## src/rtl/pipeline_sequencer.sv

```systemverilog
// Six-phase instruction pipeline sequencer with run/halt control, memory and
// execute-unit stalls, fetch timeout fault and a retired-instruction counter.
// Build option: define PIPELINE_SINGLE_STEP_EN to halt after every instruction.
module pipeline_sequencer #(
   parameter int FETCH_TIMEOUT = 255,
   parameter int RETIRE_W      = 32
) (
   input  logic                clk,
   input  logic                reset,
   input  logic                start,
   input  logic                halt_req,
   input  logic                fetch_ack,
   input  logic                exec_done,
   output logic                fetch_req_state,
   output logic                fetch_rcv_state,
   output logic                decode_state,
   output logic                setup_state,
   output logic                execute_state,
   output logic                writeback_state,
   output logic                running,
   output logic                halted,
   output logic                fault,
   output logic [RETIRE_W-1:0] retired_count
);

   typedef enum logic [3:0] {
      S_IDLE       = 4'd0,
      S_FETCH_REQ  = 4'd1,
      S_FETCH_RECV = 4'd2,
      S_DECODE     = 4'd3,
      S_SETUP      = 4'd4,
      S_EXECUTE    = 4'd5,
      S_WRITEBACK  = 4'd6,
      S_HALTED     = 4'd7,
      S_FAULT      = 4'd8
   } state_t;

   // wait counter is sized for the widest legal timeout (65535)
   localparam logic [15:0] WAIT_LAST = 16'(FETCH_TIMEOUT - 1);

   state_t              state_q;
   logic [15:0]         wait_cnt_q;
   logic                halt_pending_q;
   logic [RETIRE_W-1:0] retired_q;
   logic                halt_at_wb_d;

   // Decide whether the instruction now in WRITEBACK is the last one
`ifdef PIPELINE_SINGLE_STEP_EN
   // every instruction boundary stops; the pending flag is kept for symmetry
   assign halt_at_wb_d = halt_pending_q | 1'b1;
`else
   assign halt_at_wb_d = halt_pending_q | halt_req;
`endif

   // Sequencer state, fetch wait counter, halt latch and retire counter
   always_ff @(posedge clk) begin
      if (reset) begin
         state_q        <= S_IDLE;
         wait_cnt_q     <= 16'd0;
         halt_pending_q <= 1'b0;
         retired_q      <= '0;
      end else begin
         // any halt request seen mid-instruction is remembered until HALTED
         if (running && halt_req) begin
            halt_pending_q <= 1'b1;
         end
         case (state_q)
            S_IDLE: begin
               if (start) begin
                  state_q <= S_FETCH_REQ;
               end
            end
            S_FETCH_REQ: begin
               state_q    <= S_FETCH_RECV;
               wait_cnt_q <= 16'd0;
            end
            S_FETCH_RECV: begin
               // an ack in the final allowed cycle still wins over the timeout
               if (fetch_ack) begin
                  state_q <= S_DECODE;
               end else if (wait_cnt_q == WAIT_LAST) begin
                  state_q <= S_FAULT;
               end else begin
                  wait_cnt_q <= wait_cnt_q + 16'd1;
               end
            end
            S_DECODE: begin
               state_q <= S_SETUP;
            end
            S_SETUP: begin
               state_q <= S_EXECUTE;
            end
            S_EXECUTE: begin
               if (exec_done) begin
                  state_q <= S_WRITEBACK;
               end
            end
            S_WRITEBACK: begin
               retired_q <= retired_q + RETIRE_W'(1);
               if (halt_at_wb_d) begin
                  state_q        <= S_HALTED;
                  halt_pending_q <= 1'b0;
               end else begin
                  state_q <= S_FETCH_REQ;
               end
            end
            S_HALTED: begin
               if (start) begin
                  state_q <= S_FETCH_REQ;
               end
            end
            S_FAULT: begin
               state_q <= S_FAULT;
            end
            default: begin
               state_q <= S_IDLE;
            end
         endcase
      end
   end

   // Phase enables and status decoded straight from the state register
   always_comb begin
      fetch_req_state = (state_q == S_FETCH_REQ);
      fetch_rcv_state = (state_q == S_FETCH_RECV);
      decode_state    = (state_q == S_DECODE);
      setup_state     = (state_q == S_SETUP);
      execute_state   = (state_q == S_EXECUTE);
      writeback_state = (state_q == S_WRITEBACK);
      running         = fetch_req_state | fetch_rcv_state | decode_state |
                        setup_state | execute_state | writeback_state;
      halted          = (state_q == S_HALTED);
      fault           = (state_q == S_FAULT);
      retired_count   = retired_q;
   end

endmodule
```

## config.mk

```make
export PLATFORM = sky130hd
export DESIGN_NAME = pipeline_sequencer
export DESIGN_NICKNAME = d
export VERILOG_FILES = /design/src/rtl/pipeline_sequencer.sv
export SDC_FILE = /design/constraint.sdc
export NUM_CORES = 1
export LEC_CHECK = 0
export CELL_PAD_IN_SITES_DETAIL_PLACEMENT = 1
export CELL_PAD_IN_SITES_GLOBAL_PLACEMENT = 1
export CORE_MARGIN = 2
export CORE_UTILIZATION = 35
export CTS_CLUSTER_DIAMETER = 80
export CTS_CLUSTER_SIZE = 8
export DETAILED_ROUTE_END_ITERATION = 10
export PLACE_DENSITY = 0.7
export SYNTH_ARGS = -nofsm -noshare
export SYNTH_HDL_FRONTEND = slang
export SYNTH_SLANG_ARGS = --single-unit
export TNS_END_PERCENT = 10
```

## constraint.sdc

```tcl
create_clock -name clk -period 2.5 [get_ports clk]
set_clock_uncertainty 0.1 [all_clocks]
set_input_delay 0.5 -clock clk [delete_from_list [all_inputs] [get_ports clk]]
set_output_delay 0.5 -clock clk [all_outputs]
set_load 0.02 [all_outputs]
```

==> results of run 1 <==
[routing by layer]
layer | vias up | track usage (%) | share of wire, % | wire (µm)
met2 | 28 | 27.26 | 47 | 3053
met4 | 0 | 4.103 | 0.59 | 39
met1 | 1137 | 21.31 | 50 | 3279
met5 | - | 0 | 0 | 0
met3 | 2 | 3.589 | 2.9 | 190
li1 | 1196 | - | - | -
[cell usage after synthesis (3+ instances only)]
cell / count
o211ai_1: 3
dfxtp_1: 53
nor3_1: 9
xor2_1: 26
nand2_1: 19
clkbuf_1: 14
nand4_1: 17
xnor2_1: 6
inv_1: 9
or3_1: 11
nor2_1: 43
and4_1: 8
nand3_1: 15
o21ai_0: 12
a21oi_1: 15
ha_1: 3
and2_1: 6
and3_1: 10
[layout make-up]
class | count | area, µm²
fill | 884 | 3955
multi-input combinational | 233 | 1446
sequential | 53 | 1061
timing repair buffer | 57 | 545.5
tap | 99 | 123.9
clock buffer | 6 | 72.57
inverter | 9 | 33.78
clock inverter | 2 | 15.01
[worst max-delay path: stages (launching register included)]
cell	delay, ns
dfxtp_1	0.41
or4b_1	0.61
inv_1	0.13
dlygate4sd2_1	0.34
[metrics by stage]
stage	cell area (µm²)	power [mW]	setup TNS (ns)	worst slack, ns
after floorplan	2610	1.039	0	0.4465
after global placement	3192	1.139	0	0.2025
after detailed placement	3192	1.145	0	0.1020
after CTS	3284	1.633	-0.04678	-0.04678
after global routing	3298	1.687	0	0.01432
final	3298	1.611	0	0.1112
[cells by family after synthesis]
kind of cell	share of synthesized area, %
AOI/OAI and AO/OA	9.493
xor gates and xnor gates	10.74
adders and majority gates	1.438
buffers and inverters	4.554
DFF	40.65
muxes	0.3835
and+or+nand+nor	32.74
[registers in the layout, indices dropped and copies added, names as in the netlist]
name            count
halt_pending_q      1
wait_cnt_q         16
retired_count      32
state_q             4
[where the power goes]
| group | internal, mW | switching, mW |
|---|---|---|
| Clock | 0.198 | 0.295 |
| Combinational | 0.0992 | 0.142 |
| Sequential | 0.858 | 0.0197 |
[timing repair]
item                       CTS  global route
setup endpoints to repair    5             9
pin swaps                    0             0
resized for setup            6             4
[how the worst max path moves through the flow]
| stage | start | cells past startpoint | end |
|---|---|---|---|
| 3_5_place_dp | fetch_ack | 5 | wait_cnt_q[15] |
| 5_1_grt | state_q[3] | 6 | wait_cnt_q[10] |
| 3_3_place_gp | state_q[1] | 4 | running |
| 2_1_floorplan | state_q[3] | 8 | wait_cnt_q[15] |
| 4_1_cts | state_q[1] | 4 | fault |
| 6_report | state_q[3] | 3 | fetch_req_state |
==> flow_metrics.env, run 1 <==
export IMPL_cts_clk_slew_worst_paths_ns=0.10
export IMPL_p_leak_nw=1.215
export IMPL_status="complete, no violations"
export IMPL_die_w_um=90.36
export IMPL_n_antenna_cell=0
export IMPL_hold_buffers=0
export IMPL_post_cts_buffers=0
export IMPL_yosys_area_top_type="dfxtp_1"
export IMPL_grt_use_total_pct=16.28
export IMPL_grt_pass1_vias=2450
export IMPL_min_to="wait_cnt_q[6]"
export IMPL_ios=47
export IMPL_first_iter_violations=45
export IMPL_netlist_top_cells_area="dfxtp_1, xor2_1, nor2_1, nand4_1, a21oi_1"
export IMPL_r2r_start="state_q[3]"
export IMPL_utilization_pct=45.47
export IMPL_numPlacedInstances=451
export IMPL_powerDensity_nw_per_um2=488.5
export IMPL_ir_drop_v=0.0001987
export IMPL_worst_r2r_cell_count=6
export IMPL_cts_max_path_buffers=2
export IMPL_cp_max_fo=10
export IMPL_place_gp_congestion=0.8121
export IMPL_vias_per_cell=5.148
export IMPL_die_area_um2=8164
export IMPL_drive_gt1_share_pct=7.778
export IMPL_slew_violations=0
export IMPL_critPathLaunchType="flop"
export IMPL_final_cell_count_no_fill=459
export IMPL_ys_flop_type="dfxtp_1"
export IMPL_yosysUniqueCellTypes=45
export IMPL_relSlewSlack_pct=65.94
export IMPL_yosys_warnings=0
export IMPL_syn_cell_area_um2=2610
export IMPL_grt_max_degree=40
export IMPL_clock_sinks=53
export IMPL_core_um2=7253
export IMPL_nNetsFinal=368
export IMPL_syn_area_per_cell_um2=8.339
export IMPL_synthCells=313
export IMPL_final_common_cell="dfxtp_1"
export IMPL_hold_ws_ns=0.4124
export IMPL_fin_crit_ns=2.389
export IMPL_max_clock_freq_ghz=0.4186
export IMPL_synth_edf_count=0
export IMPL_grt_pass1_wl_um=11170
export IMPL_min_path_cells=2
export IMPL_root_buffer="clkbuf_8"
export IMPL_yosysTopAreaCellShare_pct=40.65
export IMPL_grt_ovfl_total=0
export IMPL_rrSetupSlack_ns=0.16
export IMPL_vias=2363
export IMPL_finalSetupViolations=0
export IMPL_drv_cap=0
export IMPL_ys_ff_latch=53
export IMPL_drtAntennaViolNets=0
export IMPL_dp_hpwl_um=4642
export IMPL_rsz0062_at_grt="false"
export IMPL_worstPathRequired_ns=1.90
export IMPL_period_share_pct=95.55
export IMPL_mostFrequentLayoutCells="dfxtp_1, nor2_1, clkdlybuf4s50_1, xor2_1, nand2_1"
export IMPL_syn2layout_area_growth_pct=26.37
export IMPL_syn_nets=322
export IMPL_io_buffer_count=46
export IMPL_tritoncts="built"
export IMPL_antenna_found_initial=0
export IMPL_wirelength_um=6564
export IMPL_drc=0
export IMPL_worstPathArrival_ns=1.79
export IMPL_finalHoldViolCount=0
export IMPL_core_rowCount=31
export IMPL_cts_max_level=2
export IMPL_die_h_um=90.36
export IMPL_async_reset_ff_share_pct=0
export IMPL_wl_per_cell_um=14.30
export IMPL_hp_start="wait_cnt_q[6]"
export IMPL_cp_end_kind="output pin"
export IMPL_drt_pass1_iter_count=4
export IMPL_path_class="reg2out"
export IMPL_clk_insertion_delay_late_ns=0.30
export IMPL_tightest_slew_ns=0.5093
export IMPL_reg2reg_to="wait_cnt_q[10]"
export IMPL_seq_area_frac_synth_pct=40.65
export IMPL_cts_made_buffers=5
export IMPL_min_path_type="reg2reg"
export IMPL_start_util_pct=35.98
(Power assumes the default switching activity.)
==> run 2, diff against run 1 <==
- CTS_BUF_LIST: unset -> sky130_fd_sc_hd__clkbuf_2
==> run 2 against run 1 <==
Effect of this change:
- non-clock buffer count unchanged
- critical path depth up 1
- utilization down 0.85 points
- cell area down 1.9%
- highest routed layer unchanged
- count of clock-buffer cells in the layout unchanged
==> flow_metrics.env, run 2 (synthesis gave the netlist of run 1 again) <==
export IMPL_drive_gt1_share_pct=9.167
export IMPL_drtAntennaViolNets=0
export IMPL_cp_max_fo=8
export IMPL_slew_violations=0
export IMPL_max_clock_freq_ghz=0.4098
export IMPL_hold_buffers=0
export IMPL_final_cell_count_no_fill=459
export IMPL_drt_pass1_iter_count=4
export IMPL_tns_ns=0
export IMPL_die_area_um2=8164
export IMPL_status="complete, no violations"
export IMPL_syn2layout_area_growth_pct=24.02
export IMPL_numPlacedInstances=451
export IMPL_period_share_pct=97.62
export IMPL_root_buffer="clkbuf_2"
export IMPL_critPathLaunchType="flop"
export IMPL_p_sw_share_pct=30.04
export IMPL_place_gp_congestion=0.8121
export IMPL_die_h_um=90.36
export IMPL_wl_per_cell_um=14.20
export IMPL_antenna_found_initial=0
export IMPL_worstPathCellList="buf_4 -> and3_1 -> nor3_1 -> dlygate4sd2_1"
export IMPL_relSlewSlack_pct=66.57
export IMPL_drv_cap=0
export IMPL_final_common_cell="dfxtp_1"
export IMPL_cp_end_kind="output pin"
export IMPL_nNetsFinal=368
export IMPL_cts_made_buffers=5
export IMPL_grt_pass1_vias=2478
export IMPL_core_um2=7253
export IMPL_ios=47
export IMPL_grt_max_degree=40
export IMPL_utilization_pct=44.63
export IMPL_finalSetupViolations=0
export IMPL_tightest_slew_ns=0.4999
export IMPL_cts_max_level=2
export IMPL_worstPathArrival_ns=1.84
export IMPL_clock_sinks=53
export IMPL_path_class="reg2out"
export IMPL_p_total_mw=1.472
export IMPL_slowest_stage="dfxtp_2"
export IMPL_finalHoldViolCount=0
export IMPL_p_int_mw=1.030
export IMPL_grt_pass1_wl_um=11210
export IMPL_cpPeakStageDelay_ns=0.42
export IMPL_vias=2386
export IMPL_wirelength_um=6519
export IMPL_min_path_type="reg2reg"
export IMPL_first_iter_violations=36
export IMPL_clk_insertion_delay_late_ns=0.45
export IMPL_cts_clk_slew_worst_paths_ns=0.26
export IMPL_grt_use_total_pct=16.48
export IMPL_largest_reg_flops=32
export IMPL_drc=0
export IMPL_seqPwrFrac_pct=59.9
export IMPL_n_antenna_cell=0
export IMPL_rsz0062_at_grt="true"
export IMPL_start_util_pct=35.98
export IMPL_worstPathRequired_ns=1.90
export IMPL_tritoncts="built"
export IMPL_vias_per_cell=5.198
export IMPL_io_buffer_count=46
export IMPL_die_w_um=90.36
export IMPL_cts_max_path_buffers=2
export IMPL_dp_hpwl_um=4642
export IMPL_pwr_share_comb_pct=16.0
export IMPL_core_rowCount=31
export IMPL_fin_crit_ns=2.440
export IMPL_p_leak_nw=1.163
export IMPL_mostFrequentLayoutCells="dfxtp_1, nor2_1, clkdlybuf4s50_1, xor2_1, nand2_1"
export IMPL_p_sw_mw=0.4422
export IMPL_grt_ovfl_total=0
export IMPL_clockPowerShare_pct=24.1
export IMPL_powerDensity_nw_per_um2=454.9
export IMPL_ir_drop_v=0.0002459
run 2: power groups by stage:
stage	registers [mW]	logic [mW]	clock network [mW]
3_3_place_gp	0.895	0.244	0
4_1_cts	0.883	0.240	0.378
6_report	0.882	0.236	0.355
2_1_floorplan	0.886	0.153	0
5_1_grt	0.885	0.262	0.408
3_5_place_dp	0.896	0.249	0
run 2: critical path, delay by kind of cell, from the launching register on:
family	cells	cell delay, ns
buffers and inverters	2	0.54
flip-flops	1	0.42
AND/OR/NAND/NOR	2	0.44
run 2: metal layers:
metal	wire length, µm	track usage [%]	vias to the layer above
li1	-	-	1200
met1	3180	21.06	1145
met2	3046	27.51	34
met3	215	3.589	7
met4	76	5.641	0
met5	0	0	-
run 2: area by class of cell:
cell class              count  area, µm²
flip-flops and latches     53       1067
fillers                   891       4016
repair buffers             57      530.5
well taps                  99      123.9
clock inverters             2      15.01
clock buffers               6      30.03
multi-input cells         233       1436
inverters                   9      33.78
run 2: worst paths after layout:
check / endpoint / depth (start not counted) / slack [ns] / from
min reg2reg: wait_cnt_q[6] / 2 / 0.43 / wait_cnt_q[6]
min: wait_cnt_q[6] / 2 / 0.43 / wait_cnt_q[6]
max reg2reg: wait_cnt_q[10] / 6 / 0.18 / state_q[3]
max: running / 4 / 0.06 / state_q[1]
run 2: through the flow:
stage,hold WS [ns],area [µm²],setup slack (ns)
CTS,0.4216,3232,-0.01226
global placement,0.3683,3192,0.2025
global route,0.4627,3237,-0.1187
floorplan,0.3539,2610,0.4465
finish,0.4259,3237,0.05953
detailed placement,0.3936,3192,0.1020
run 2: repair_timing:
action	CTS	global route
setup buffers	0	0
gates cloned	0	0
endpoints found under the setup margin	9	10
resized for setup	14	5
==> run 3, diff against run 2 <==
- CORE_MARGIN: 2 -> unset
- CTS_CLUSTER_DIAMETER: 80 -> unset
==> run 3 against run 2 <==
Effect of this change:
- global-route usage up 1.2 points
- via count is 0.71% lower
- count of clock-buffer cells in the layout shrank 1
- highest routed layer unchanged
- critical path depth is 1 lower
==> flow_metrics.env, run 3 (synthesis gave the netlist of run 1 again) <==
export IMPL_status="complete, no violations"
export IMPL_finalInstanceArea_um2=3238
export IMPL_path_class="reg2out"
export IMPL_mostFrequentLayoutCells="dfxtp_1, nor2_1, clkdlybuf4s50_1, xor2_1, nand2_1"
export IMPL_seqPwrFrac_pct=60.0
export IMPL_grt_max_degree=40
export IMPL_cts_max_level=2
export IMPL_drt_pass1_iter_count=4
export IMPL_cp_max_fo=8
export IMPL_finalHoldViolCount=0
export IMPL_slowest_stage="dfxtp_2"
export IMPL_grt_pass1_vias=2395
export IMPL_fin_crit_ns=2.378
export IMPL_die_area_um2=7807
export IMPL_finalSetupViolations=0
export IMPL_cts_max_path_buffers=2
export IMPL_min_path_type="reg2reg"
export IMPL_drive_gt1_share_pct=9.167
export IMPL_io_buffer_count=46
export IMPL_first_iter_violations=49
export IMPL_cts_made_buffers=5
export IMPL_tritoncts="built"
export IMPL_powerDensity_nw_per_um2=455.2
export IMPL_slew_violations=0
export IMPL_core_um2=7214
export IMPL_tns_ns=0
export IMPL_grt_ovfl_total=0
export IMPL_n_antenna_cell=0
export IMPL_drtAntennaViolNets=0
export IMPL_worstPathArrival_ns=1.78
export IMPL_wirelength_um=6487
export IMPL_start_util_pct=36.18
export IMPL_p_leak_nw=1.182
export IMPL_tightest_slew_ns=0.4979
export IMPL_place_area_um2=3199
export IMPL_ir_drop_v=0.0001906
export IMPL_utilization_pct=44.88
export IMPL_drc=0
export IMPL_die_h_um=88.36
export IMPL_cts_clk_slew_worst_paths_ns=0.28
export IMPL_fin_ws_ns=0.1220
export IMPL_final_common_cell="dfxtp_1"
export IMPL_root_buffer="clkbuf_2"
export IMPL_pwr_share_comb_pct=16.0
export IMPL_drv_cap=0
export IMPL_cp_end_kind="output pin"
export IMPL_p_int_mw=1.023
export IMPL_hold_ws_ns=0.4085
export IMPL_syn2layout_area_growth_pct=24.07
export IMPL_clk_insertion_delay_late_ns=0.46
export IMPL_vias=2369
export IMPL_critical_path_buf_inv_count=2
export IMPL_nNetsFinal=369
export IMPL_hold_buffers=0
export IMPL_antenna_found_initial=0
export IMPL_pre_cts_ws_ns=0.2173
export IMPL_die_w_um=88.36
export IMPL_wl_per_cell_um=14.13
export IMPL_largest_reg_flops=32
export IMPL_grt_pass1_wl_um=10910
export IMPL_clock_sinks=53
export IMPL_period_share_pct=95.12
export IMPL_relSlewSlack_pct=66.80
export IMPL_max_clock_freq_ghz=0.4205
export IMPL_place_gp_congestion=0.7994
export IMPL_clockPowerShare_pct=24.0
export IMPL_critPathLaunchType="flop"
export IMPL_p_sw_share_pct=30.57
export IMPL_ios=47
export IMPL_worstPathCellList="buf_4 -> and4bb_2 -> dlygate4sd2_1"
export IMPL_core_rowCount=31
export IMPL_grt_use_total_pct=17.70
export IMPL_dp_hpwl_um=4785
export IMPL_cpPeakStageDelay_ns=0.46
export IMPL_crit_family="buffers and inverters"
export IMPL_rsz0062_at_grt="false"
export IMPL_worstPathRequired_ns=1.90
export IMPL_vias_per_cell=5.161
export IMPL_p_sw_mw=0.4506
==> run 3: power by group through the flow <==
stage	sequential [mW]	combinational (mW)	clock (mW)
after floorplan	0.886	0.153	0
after global placement	0.896	0.242	0
after detailed placement	0.897	0.247	0
after CTS	0.884	0.236	0.375
after global routing	0.889	0.258	0.395
final	0.884	0.236	0.354
==> run 3: layout make-up <==
type,instances,area [µm²]
repair buffers,58,535.5
multi-input cells,233,1435
clock inverters,2,16.27
fillers,888,3976
clock buffers,5,25.02
well taps,99,123.9
flip-flops and latches,53,1069
inverters,9,33.78
==> run 3: worst reg2reg max path, stage by stage (launching register included) <==
cell     delay, ns
dfxtp_4       0.44
or4b_1        0.55
buf_4         0.18
nor3_2        0.16
a31oi_1       0.06
buf_4         0.19
or3_1         0.35
a21oi_1       0.16
==> run 3: worst paths after layout <==
kind         cells past startpoint           from  slack [ns]               to
min                              2  wait_cnt_q[7]        0.41    wait_cnt_q[7]
min reg2reg                      2  wait_cnt_q[7]        0.41    wait_cnt_q[7]
max reg2reg                      7     state_q[3]        0.29   wait_cnt_q[13]
max                              3     state_q[1]        0.12  writeback_state
==> run 3: timing repair <==
action / in CTS / in global routing
endpoints found under the setup margin: 9 / 4
gates cloned: 0 / 0
setup buffers: 0 / 0
gates resized for setup: 11 / 8
==> run 3: through the flow <==
stage / cells / total power, mW
final: 459 / 1.474
after CTS: 459 / 1.495
after detailed placement: 452 / 1.144
after floorplan: 313 / 1.039
after global routing: 459 / 1.541
after global placement: 452 / 1.138
==> run 3: per-layer routing <==
layer / track usage [%] / vias to the layer above / share of wire [%]
li1: - / 1192 / -
met4: 4.839 / 0 / 0.88
met3: 3.918 / 5 / 3.8
met5: 0 / - / 0
met1: 20.78 / 1140 / 46
met2: 32.31 / 32 / 49
